**src/rtl/digit_frame_streamer.sv**
```systemverilog
// rtl/digit_frame_streamer.sv - buffers a 16x16 binary frame, streams it to the digit engine and decodes its one-hot result
// Optional WAIT-state watchdog is built only when STREAMER_TIMEOUT_EN is defined.
module digit_frame_streamer #(
  parameter int GAP_CYCLES     = 2,
  parameter int TIMEOUT_CYCLES = 1024
) (
  input  logic        clk,
  input  logic        rst,
  input  logic        wr_en,
  input  logic [3:0]  wr_addr,
  input  logic [15:0] wr_row,
  output logic        wr_err,
  input  logic        start,
  output logic        busy,
  output logic [15:0] eng_data_in,
  output logic        eng_data_read,
  input  logic        eng_valid,
  input  logic [9:0]  eng_data_out,
  output logic [3:0]  digit,
  output logic        digit_ok,
  output logic        result_valid,
  output logic        timeout
);

  if (TIMEOUT_CYCLES < 1 || GAP_CYCLES < 0) begin : g_bad_param
    $error("digit_frame_streamer: TIMEOUT_CYCLES must be >= 1 and GAP_CYCLES >= 0");
  end

  typedef enum logic [2:0] {IDLE, PRE, SEND, LAST, WAIT, GAP} state_t;

  state_t      state;
  logic [15:0] frame [16];
  logic [3:0]  row_cnt;
  logic [15:0] gap_cnt;
  logic [4:0]  dec;
`ifdef STREAMER_TIMEOUT_EN
  logic [31:0] wd_cnt;
`endif

  // {ok, digit}: any code that is not exactly one-hot decodes to {0, 4'hF}
  function automatic logic [4:0] decode(input logic [9:0] code);
    logic [3:0] d;
    int         n;
    d = 4'hF;
    n = 0;
    for (int i = 0; i < 10; i++) begin
      if (code[i]) begin
        n++;
        d = 4'(9 - i);
      end
    end
    return (n == 1) ? {1'b1, d} : {1'b0, 4'hF};
  endfunction

  assign dec = decode(eng_data_out);

  always_ff @(posedge clk or negedge rst) begin
    if (!rst) begin
      state         <= IDLE;
      row_cnt       <= '0;
      gap_cnt       <= '0;
      for (int i = 0; i < 16; i++) frame[i] <= '0;
      wr_err        <= 1'b0;
      busy          <= 1'b0;
      eng_data_in   <= '0;
      eng_data_read <= 1'b0;
      digit         <= 4'hF;
      digit_ok      <= 1'b0;
      result_valid  <= 1'b0;
      timeout       <= 1'b0;
`ifdef STREAMER_TIMEOUT_EN
      wd_cnt        <= '0;
`endif
    end else begin
      wr_err       <= 1'b0;
      result_valid <= 1'b0;
      timeout      <= 1'b0;

      // A write in the same cycle as start still lands before row 0 is read
      if (wr_en) begin
        if (state == IDLE) frame[wr_addr] <= wr_row;
        else               wr_err <= 1'b1;
      end

      case (state)
        IDLE: begin
          if (start) begin
            state <= PRE;
            busy  <= 1'b1;
          end
        end
        PRE: begin
          eng_data_read <= 1'b1;
          eng_data_in   <= '0;
          row_cnt       <= '0;
          state         <= SEND;
        end
        SEND: begin
          eng_data_read <= 1'b1;
          eng_data_in   <= frame[row_cnt];
          if (row_cnt == 4'd14) state <= LAST;
          else                  row_cnt <= row_cnt + 4'd1;
        end
        LAST: begin
          eng_data_read <= 1'b0;
          eng_data_in   <= frame[4'd15];
          row_cnt       <= '0;
          state         <= WAIT;
`ifdef STREAMER_TIMEOUT_EN
          wd_cnt        <= '0;
`endif
        end
        WAIT: begin
          eng_data_in <= '0;
          if (eng_valid) begin
            digit        <= dec[3:0];
            digit_ok     <= dec[4];
            result_valid <= 1'b1;
            gap_cnt      <= '0;
            state        <= GAP;
          end
`ifdef STREAMER_TIMEOUT_EN
          else if (wd_cnt == 32'(TIMEOUT_CYCLES - 1)) begin
            digit        <= 4'hF;
            digit_ok     <= 1'b0;
            result_valid <= 1'b1;
            timeout      <= 1'b1;
            gap_cnt      <= '0;
            state        <= GAP;
          end else begin
            wd_cnt <= wd_cnt + 32'd1;
          end
`endif
        end
        GAP: begin
          if (({16'd0, gap_cnt} + 32'd1) >= 32'(GAP_CYCLES)) begin
            state <= IDLE;
            busy  <= 1'b0;
          end else begin
            gap_cnt <= gap_cnt + 16'd1;
          end
        end
        default: state <= IDLE;
      endcase
    end
  end

endmodule

```
**config.mk**
```make
export PLATFORM = sky130hd
export DESIGN_NAME = digit_frame_streamer
export DESIGN_NICKNAME = d
export VERILOG_FILES = /design/src/rtl/digit_frame_streamer.sv
export SDC_FILE = /design/constraint.sdc
export NUM_CORES = 1
export LEC_CHECK = 0
export CORE_MARGIN = 2
export CORE_UTILIZATION = 66
export DETAILED_ROUTE_END_ITERATION = 10
export GPL_TIMING_DRIVEN = 0
export PLACE_DENSITY_LB_ADDON = 0.1
export SKIP_CTS_REPAIR_TIMING = 1
export SYNTH_ARGS = -nofsm -noshare
export SYNTH_HDL_FRONTEND = slang
export SYNTH_SLANG_ARGS = --single-unit
```
**constraint.sdc**
```tcl
create_clock -name clk -period 5.6 [get_ports clk]
set_clock_uncertainty 0.2 [all_clocks]
set_input_delay 1.12 -clock clk [delete_from_list [all_inputs] [get_ports clk]]
set_output_delay 1.12 -clock clk [all_outputs]
set_load 0.05 [all_outputs]
```
==> results of run 1 <==
[layer usage]
layer / vias to the layer above / share of wire (%) / track usage, %
met4: 2 / 1.7 / 6.88
met2: 216 / 49 / 45.7
met3: 52 / 5.0 / 4.88
met1: 4844 / 44 / 40.3
li1: 4142 / - / -
met5: - / 0.031 / 0
[kinds of logic (layout without fill, tap and decap cells)]
family / Yosys count / count (layout) / share of synthesized area (%)
muxes: 340 / 340 / 31.6
DFF: 304 / 304 / 50.9
and+or+nand+nor: 148 / 148 / 5.12
buffers and inverters: 111 / 238 / 3.02
AOI/OAI and AO/OA: 105 / 105 / 5.88
xor gates and xnor gates: 29 / 29 / 2.37
adders and majority gates: 13 / 13 / 1.09
other: 1 / 1 / 0.0251
[sequential cells by signal (all words and copies together), names as in the netlist, 3 cells and up]
signal	count
row_cnt	4
digit	4
eng_data_in	16
state	3
frame	256
gap_cnt	16
[cells in the mapped netlist, types with 3 or more instances]
| master | instances |
|---|---|
| sky130_fd_sc_hd__dfrtp_1 | 300 |
| sky130_fd_sc_hd__nand3b_1 | 3 |
| sky130_fd_sc_hd__nand3_1 | 15 |
| sky130_fd_sc_hd__a21oi_1 | 7 |
| sky130_fd_sc_hd__clkbuf_1 | 63 |
| sky130_fd_sc_hd__nor2_1 | 33 |
| sky130_fd_sc_hd__a222oi_1 | 16 |
| sky130_fd_sc_hd__o21ai_0 | 16 |
| sky130_fd_sc_hd__nand2b_1 | 3 |
| sky130_fd_sc_hd__and3_1 | 4 |
| sky130_fd_sc_hd__buf_2 | 6 |
| sky130_fd_sc_hd__nor3b_1 | 4 |
| sky130_fd_sc_hd__nor4_1 | 4 |
| sky130_fd_sc_hd__inv_1 | 30 |
| sky130_fd_sc_hd__dfstp_2 | 4 |
| sky130_fd_sc_hd__or2_2 | 4 |
| sky130_fd_sc_hd__xor2_1 | 8 |
| sky130_fd_sc_hd__xnor2_1 | 13 |
| sky130_fd_sc_hd__ha_1 | 13 |
| sky130_fd_sc_hd__nand4_1 | 4 |
| sky130_fd_sc_hd__a22o_1 | 32 |
| sky130_fd_sc_hd__a31oi_1 | 7 |
| sky130_fd_sc_hd__mux2_2 | 258 |
| sky130_fd_sc_hd__and2_1 | 14 |
| sky130_fd_sc_hd__nor2b_1 | 5 |
| sky130_fd_sc_hd__mux4_2 | 80 |
| sky130_fd_sc_hd__nand2_1 | 31 |
| sky130_fd_sc_hd__buf_1 | 6 |
| sky130_fd_sc_hd__nor3_1 | 14 |
[where the power goes]
part           total, mW  internal (mW)  leakage [nW]  switching (mW)
Clock               2.12           1.26         0.528           0.858
Sequential          3.77           3.21          3.97           0.562
Combinational       3.52           1.93          3.24            1.59
[final cells by class]
type / instances / area [um^2]
Buffer: 79 / 332
Clock buffer: 41 / 893
Clock inverter: 17 / 171
Fill cell: 1366 / 5160
Inverter: 32 / 133
Multi-Input combinational cell: 636 / 7080
Sequential cell: 304 / 7610
Tap cell: 285 / 357
Timing Repair Buffer: 69 / 696
[how the worst min path moves through the flow]
stage	start	to	slack [ns]
2_1_floorplan	frame[144]	frame[144]	0.27
3_3_place_gp	frame[103]	frame[103]	0.28
3_5_place_dp	eng_data_read	eng_data_read	0.28
4_1_cts	eng_data_read	eng_data_read	0.30
5_1_grt	eng_data_read	eng_data_read	0.31
6_report	eng_data_read	eng_data_read	0.29
==> results.txt, run 1 <==
The flow ran to the end, and the final reports show no timing, DRC or antenna violations. The count of final setup violators was 0. The worst flop-to-flop path startpoint was state[0]. The initial antenna violation count came out at 1.

The count of yosys warnings during synthesis is 0, and the residual antenna-violating net count after detailed routing is 0. For the number of placed I/O pins, the log shows 61. Clock-pin slew was measured on the worst setup and hold paths at 0.06 ns. The half-perimeter wire length of the detailed placement result is 22.8 mm.

The stage delay of the slowest cell on the critical path came out at 0.31 ns. In the post-synthesis netlist, the biggest area contributors are sky130_fd_sc_hd__dfrtp_1, sky130_fd_sc_hd__mux2_2, sky130_fd_sc_hd__mux4_2. End-of-flow core utilization: 77.0%. After the flow finishes, the layout carries non-filler instances totaling 1463. The die is 155 um wide. Setup total negative slack on the finished layout was measured at 0 ns. The dominant delay contributor by cell family on the critical path is adder cells.

Detailed routing inserted a total of 9256 vias. By startpoint and endpoint, the worst setup path is classified as in -> reg. The fraction of post-synthesis cell area in the top cell type by area is 50.2%, and the total inserted antenna cells is 0. The tools report the number of hold violations in the final report as 0.

Startpoint type of the worst setup path: a primary input. In the final layout, the share of cells above drive strength 1 is 41.1%. For the max-slew violation count, the log shows 0. CTS placed an instance of sky130_fd_sc_hd__clkbuf_16 at the clock tree root. Across the run, the number of max-cap violations was 0. TritonCTS built the clock tree.

For this design the static power due to leakage is 7.74 nW. Number of iterations in the first detailed-routing pass: 7. The die covers 23900 um^2.

The worst register-to-register path ends at frame[143]. The logs give 32.1 mm for the total wire length after detailed routing and 181 MHz for the highest clock rate. STA puts the critical path data required time at 5.85 ns. The average cell area after synthesis is 14.2 um^2.

Master of the slowest instance on the critical path: sky130_fd_sc_hd__ha_1. The number of buffers and inverters on the critical path is 3. The combined area of all synthesized cells was 15000 um^2; the setup slack after layout was 0.0899 ns. The maximum level of the CTS H-tree is 1. The beginning of the critical path is eng_data_out[0]. The share of the clock period used by the worst path after layout is 98.4%. Counting tap cells, the placed design contains a total of 1390 instances. Measured against its own limit, the worst slew margin works out to 26.3%. For the number of standard-cell rows in the floorplan, the log shows 55. In this run the cell area measured after placement is 16000 um^2.

The number of nets produced by synthesis came out at 1099. The die span in y works out to 155 um. For the final global-route overflow total, the log shows 0. After routing the design area is 17300 um^2. For the number of design rule violations left after detail routing, the log shows 0. The mean routed wirelength per cell is 22.0 um.

The overall power after layout was 9.41 mW; the minimum hold slack was 0.293 ns. The cell count after synthesis was 1051; the worst voltage drop across the vdd grid was 0.348 mV. The effective utilization at floorplan came out at 66.7%. The count of cells along the worst hold path came out at 1. The logs give 110 for the maximum number of pins on one net before global-route repair and 1.63 ns for the slack of the worst reg-to-reg path. The kind of end point of the critical path is a flip-flop. The data arrival time of the critical path is 5.76 ns, and the total global-route track usage is 28.1%. In the layout the commonest cells are sky130_fd_sc_hd__dfrtp_1, sky130_fd_sc_hd__mux2_2, sky130_fd_sc_hd__mux4_2. The run gives 692 as the violation count after the first detailed-route iteration. Most common library cell in the layout ignoring fill and taps: sky130_fd_sc_hd__dfrtp_1. The insertion delay of the later-clocked pin in the worst-skew pair was 0.56 ns. The cell seen most often among critical-path stages is sky130_fd_sc_hd__ha_4. The worst register-to-register path has a depth of 7. Compared with the post-synthesis result, the final layout area differs by 15.5%.

The minimum clock period is 5.51 ns, and the count of state elements after synthesis is 304. Dividing the detail-routed via count by the number of cells gives 6.33. In this run the worst setup path terminates at digit_ok.

Dividing total power by cell area gives a power density of 545 nW/um^2. Fraction of the yosys area taken by sequential cells: 50.9%. The clock drives 304 sinks. The async set-or-reset flop fraction in the synthesized netlist is 100%, and the slew of the pin with the lowest slew margin is 1.10 ns. Via count of the first global-routing pass: 9727. The tools report the unique cell type count in the Yosys netlist as 73. The longest clock path from root to sink contains 3 buffers.

The tools report the TritonCTS buffer count as 31. The most common flop cell mapped by yosys was sky130_fd_sc_hd__dfrtp_1. The classification of the worst-slack hold path is reg -> reg. In this run the tool buffered the top-level ports with 52 buffer cells. The count of cell instances traversed by the critical path works out to 30.

Dominant cell type by area after synthesis: sky130_fd_sc_hd__dfrtp_1. The logs give 1201 for the net count of the finished layout and 52.9 mm for the wire length of the first global-routing pass. Prior to clock tree synthesis, the placed netlist has a worst setup slack of -1.42 ns. In this run the standard cell core region covers 22400 um^2. Number of synthesized flops with an enable pin: 0. The biggest fanout along the worst timing path was 5; the weighted congestion at the end of routability-driven global placement was 0.843.
(Power assumes the default switching activity.)
==> inputs of run 2 (changes only) <==
Settings changed: ABC_AREA from default to 1, CELL_PAD_IN_SITES_DETAIL_PLACEMENT from default to 2, CELL_PAD_IN_SITES_GLOBAL_PLACEMENT from default to 2, CORE_UTILIZATION 66 to 40.
==> run 2 against run 1 <==
Clock power rose by 8%; global-route usage rose by 4.2 points; clock-buffer cell count rose by 16; worst setup slack improved by 0.078 ns; fmax rose by 1.4%; cell count rose by 69%; final area rose by 1.4%.
==> results.txt, run 2 <==
The run finished with clean final reports. The run gives 44.8 mm as the half-perimeter wire length of the detailed placement result. The number of port buffers works out to 59. The mean routed wirelength per cell is 25.3 um, and the total clock sinks is 304. Counting the buffers created by CTS gives 36.

The initial utilization of the core area, before any placement, comes to 40.8%. For this run, design rule violations remaining after detail routing come to 0. By instance count, the leading cell after synthesis is sky130_fd_sc_hd__o21ai_0. The initial antenna violation count was 0; the async set-or-reset flop fraction in the synthesized netlist was 100%. Number of standard-cell rows in the floorplan: 70. The register bank with the most flops is frame. The proportion of layout cells with a drive suffix above 1 was 7.61%. The routed design could run at a clock period as short as 5.43 ns. Data on the critical path is required at its endpoint by 5.86 ns. Sorting the synthesized cells by area gives the leading types as sky130_fd_sc_hd__dfrtp_1, sky130_fd_sc_hd__o21ai_0, sky130_fd_sc_hd__nand2_1.

The clock network power share was 23.3%. In this run the worst path has a maximum fanout of 5. Most common library cell in the layout ignoring fill and taps: sky130_fd_sc_hd__o21ai_0. STA classifies the critical path startpoint as a primary input.

The detailed router placed 14200 vias in this run. VDD sags by at most 0.345 mV. For the via count of the first global-routing pass, the log shows 14900. The count of state elements after synthesis works out to 304.

Number of maximum-capacitance constraint violations: 0. Per report_power, the combinational group accounts for 39.2% of the total. The tools report the number of hold violations in the final report as 0.

The setup total negative slack is 0 ns, and the power density relative to cell area is 561 nW/um^2. For this run, the total global-route usage over all layers was measured as 32.2%. The tools report the maximum number of pins on one net before global-route repair as 111.

The startpoint identified for the worst register-to-register timing path is row_cnt[0]. For the minimum hold slack, the log shows 0.264 ns. After filler insertion, the fill cell instance count of the layout stands at 4117. Most common flop cell mapped by yosys: sky130_fd_sc_hd__dfrtp_1. The largest single stage delay on the critical path is 0.31 ns. The total inserted antenna cells was 0.

Static timing analysis puts the maximum clock frequency at 184 MHz. Synthesis handed over a netlist of 1867 instances. Final global-route overflow total: 0. The dominant cell type by area after synthesis is sky130_fd_sc_hd__dfrtp_1. Sequential cells were found to cover 50.9% of the synthesized design area.

Counting cells, the worst reg-to-reg path comes to 10. The worst setup path is of the in -> reg kind. The master of the slowest instance on the critical path is sky130_fd_sc_hd__ha_4.

The area growth from synthesis to layout was 17.0%; the number of synthesized flops with an enable pin was 0. The unique cell type count in the Yosys netlist is 43, and the data arrival time of the critical path is 5.69 ns. The tools report the final instance area as 17500 um^2. The most numerous cell type found on the critical path is sky130_fd_sc_hd__nand2_2. The floorplan step defined a die boundary enclosing 39000 um^2. The congestion estimate from routability-driven global placement came to 1.00. In the final layout, the registers with the most flip-flops are frame (256), eng_data_in (16), gap_cnt (16).

The fraction of post-synthesis cell area in the top cell type by area is 50.2%. The register with the most flip-flops in the layout has 256 of them. The design draws 9.83 mW.

The commonest cells after synthesis are sky130_fd_sc_hd__o21ai_0, sky130_fd_sc_hd__nand2_1, sky130_fd_sc_hd__dfrtp_1. After detailed routing, the total wire length is 62.4 mm. The count of final setup violators was 0. In the layout the commonest cells are sky130_fd_sc_hd__o21ai_0, sky130_fd_sc_hd__nand2_1, sky130_fd_sc_hd__dfrtp_1. For the insertion delay of the later-clocked pin in the worst-skew pair, the log shows 0.52 ns. Summing all placed instances gives a cell area of 16300 um^2. Counting every net in the synthesized netlist gives 1915. Dividing the final minimum period by the clock period gives 97.0%. The capture point of the worst reg-to-reg path is eng_data_in[8]. The detailed router finished its first iteration with 1133 violations. The horizontal extent of the die is 197 um, and the via density per instance is 5.77. In this run the remaining antenna-violating nets after routing total 0. After detailed placement, the design holds a cell count of 2397. The worst setup path is captured at a flip-flop. The clock slew seen by the registers of the worst setup and hold paths is 0.06 ns.

The core region is 36700 um^2. After the last flow step, the layout net total stands at 2025. The switching power share of the total is 42.6%, and the wire length of the first global-routing pass is 94.0 mm. Headroom to the max-slew limit came out at 9.45%. The tools report the number of standard cells in the final layout excluding fillers as 2466.

TritonCTS built the clock tree. The clock passes through at most 3 buffers. The standby leakage power is 7.94 nW, and the count of yosys warnings during synthesis is 0.

Cell internal power was estimated by the tool at 5.64 mW. The average cell area after synthesis came out at 8.02 um^2. For flop-to-flop paths, the worst setup slack is 1.86 ns.

Sequential cells burn 37.5% of the power. For the combined area of all synthesized cells, the log shows 15000 um^2. Classification of the worst-slack hold path: in -> async. The max-slew violation count was 0; the die span in y was 197 um.

The analysis attributes to net switching a power of 4.19 mW. 61 I/O pins were placed. The maximum level of the CTS H-tree was 2; the slew of the pin with the lowest slew margin was 1.35 ns.

Before antenna repair, the detailed router went through 5 iterations. The tree is rooted in a sky130_fd_sc_hd__clkbuf_16.
-- run 2: changes by cell type after synthesis, moves of 20 or more --
cell and change:
sky130_fd_sc_hd__a22o_1 -32, sky130_fd_sc_hd__nand2_1 +309, sky130_fd_sc_hd__nand2_2 +20, sky130_fd_sc_hd__o21ai_0 +327, sky130_fd_sc_hd__mux2_2 -258, sky130_fd_sc_hd__nor2_1 +137, sky130_fd_sc_hd__inv_1 +140, sky130_fd_sc_hd__a21oi_1 +175
sky130_fd_sc_hd__nand3_1 +62, sky130_fd_sc_hd__mux4_2 -80, sky130_fd_sc_hd__clkbuf_1 +32
-- run 2: final cells by class --
cell class                      instances  area (um^2)  area share, %
Sequential cell                       304         7610           43.5
Multi-Input combinational cell       1263         6320           36.1
Clock buffer                           57         1080           6.17
Timing Repair Buffer                   72          746           4.26
Inverter                              192          723           4.13
Tap cell                              468          586           3.34
Buffer                                108          417           2.38
Clock inverter                          2         37.5          0.214
-- run 2: per-layer routing --
layer  up-vias  track usage [%]  share of wire [%]
met4         0             10.0                3.3
li1       6348                -                  -
met3        86             5.16                6.8
met5         -                0                  0
met2       429             48.7                 44
met1      7363             47.4                 46
-- run 2: stage by stage --
step | setup WS, ns | util (%)
2_1_floorplan | 0.00293 | -
3_3_place_gp | -10.52 | 44.1
3_5_place_dp | -1.14 | 44.3
4_1_cts | -0.622 | 47.3
5_1_grt | -0.0970 | 47.7
6_report | 0.168 | 47.7
-- run 2: worst max path at each step --
stage / startpoint / endpoint / slack, ns / depth (start not counted)
floorplan: eng_data_out[1] / digit[1] / 0.003 / 33
global placement: rst / frame[11] / -10.52 / 1
detailed placement: eng_data_out[1] / digit[1] / -1.14 / 34
CTS: eng_data_out[1] / digit[3] / -0.62 / 34
global route: eng_data_out[0] / digit[2] / -0.1 / 36
finish: eng_data_out[1] / digit_ok / 0.17 / 34
-- run 2: cells by family after synthesis --
family	after synthesis	share of synthesized area, %
XOR/XNOR	13	0.761
buffers and inverters	300	7.60
adder cells (fa/ha/maj)	13	1.09
other	1	0.0251
AND/OR/NAND/NOR	672	20.0
flip-flops	304	50.9
AO/OA/AOI/OAI	564	19.6
-- run 2: worst max-delay path, delay by kind of cell --
kind / cells / cell delay (ns)
simple gates: 19 / 1.89
buf+inv: 6 / 0.47
fa+ha+maj: 8 / 2.08
compound gates: 1 / 0.13
-- run 2: power by group through the flow --
stage	logic (mW)	registers [mW]	clock network [mW]
after floorplan	1.93	3.81	0
after global placement	3.47	3.64	0
after detailed placement	3.66	3.70	0
after CTS	3.75	3.68	2.32
after global routing	4.21	3.79	2.40
final	3.85	3.69	2.29
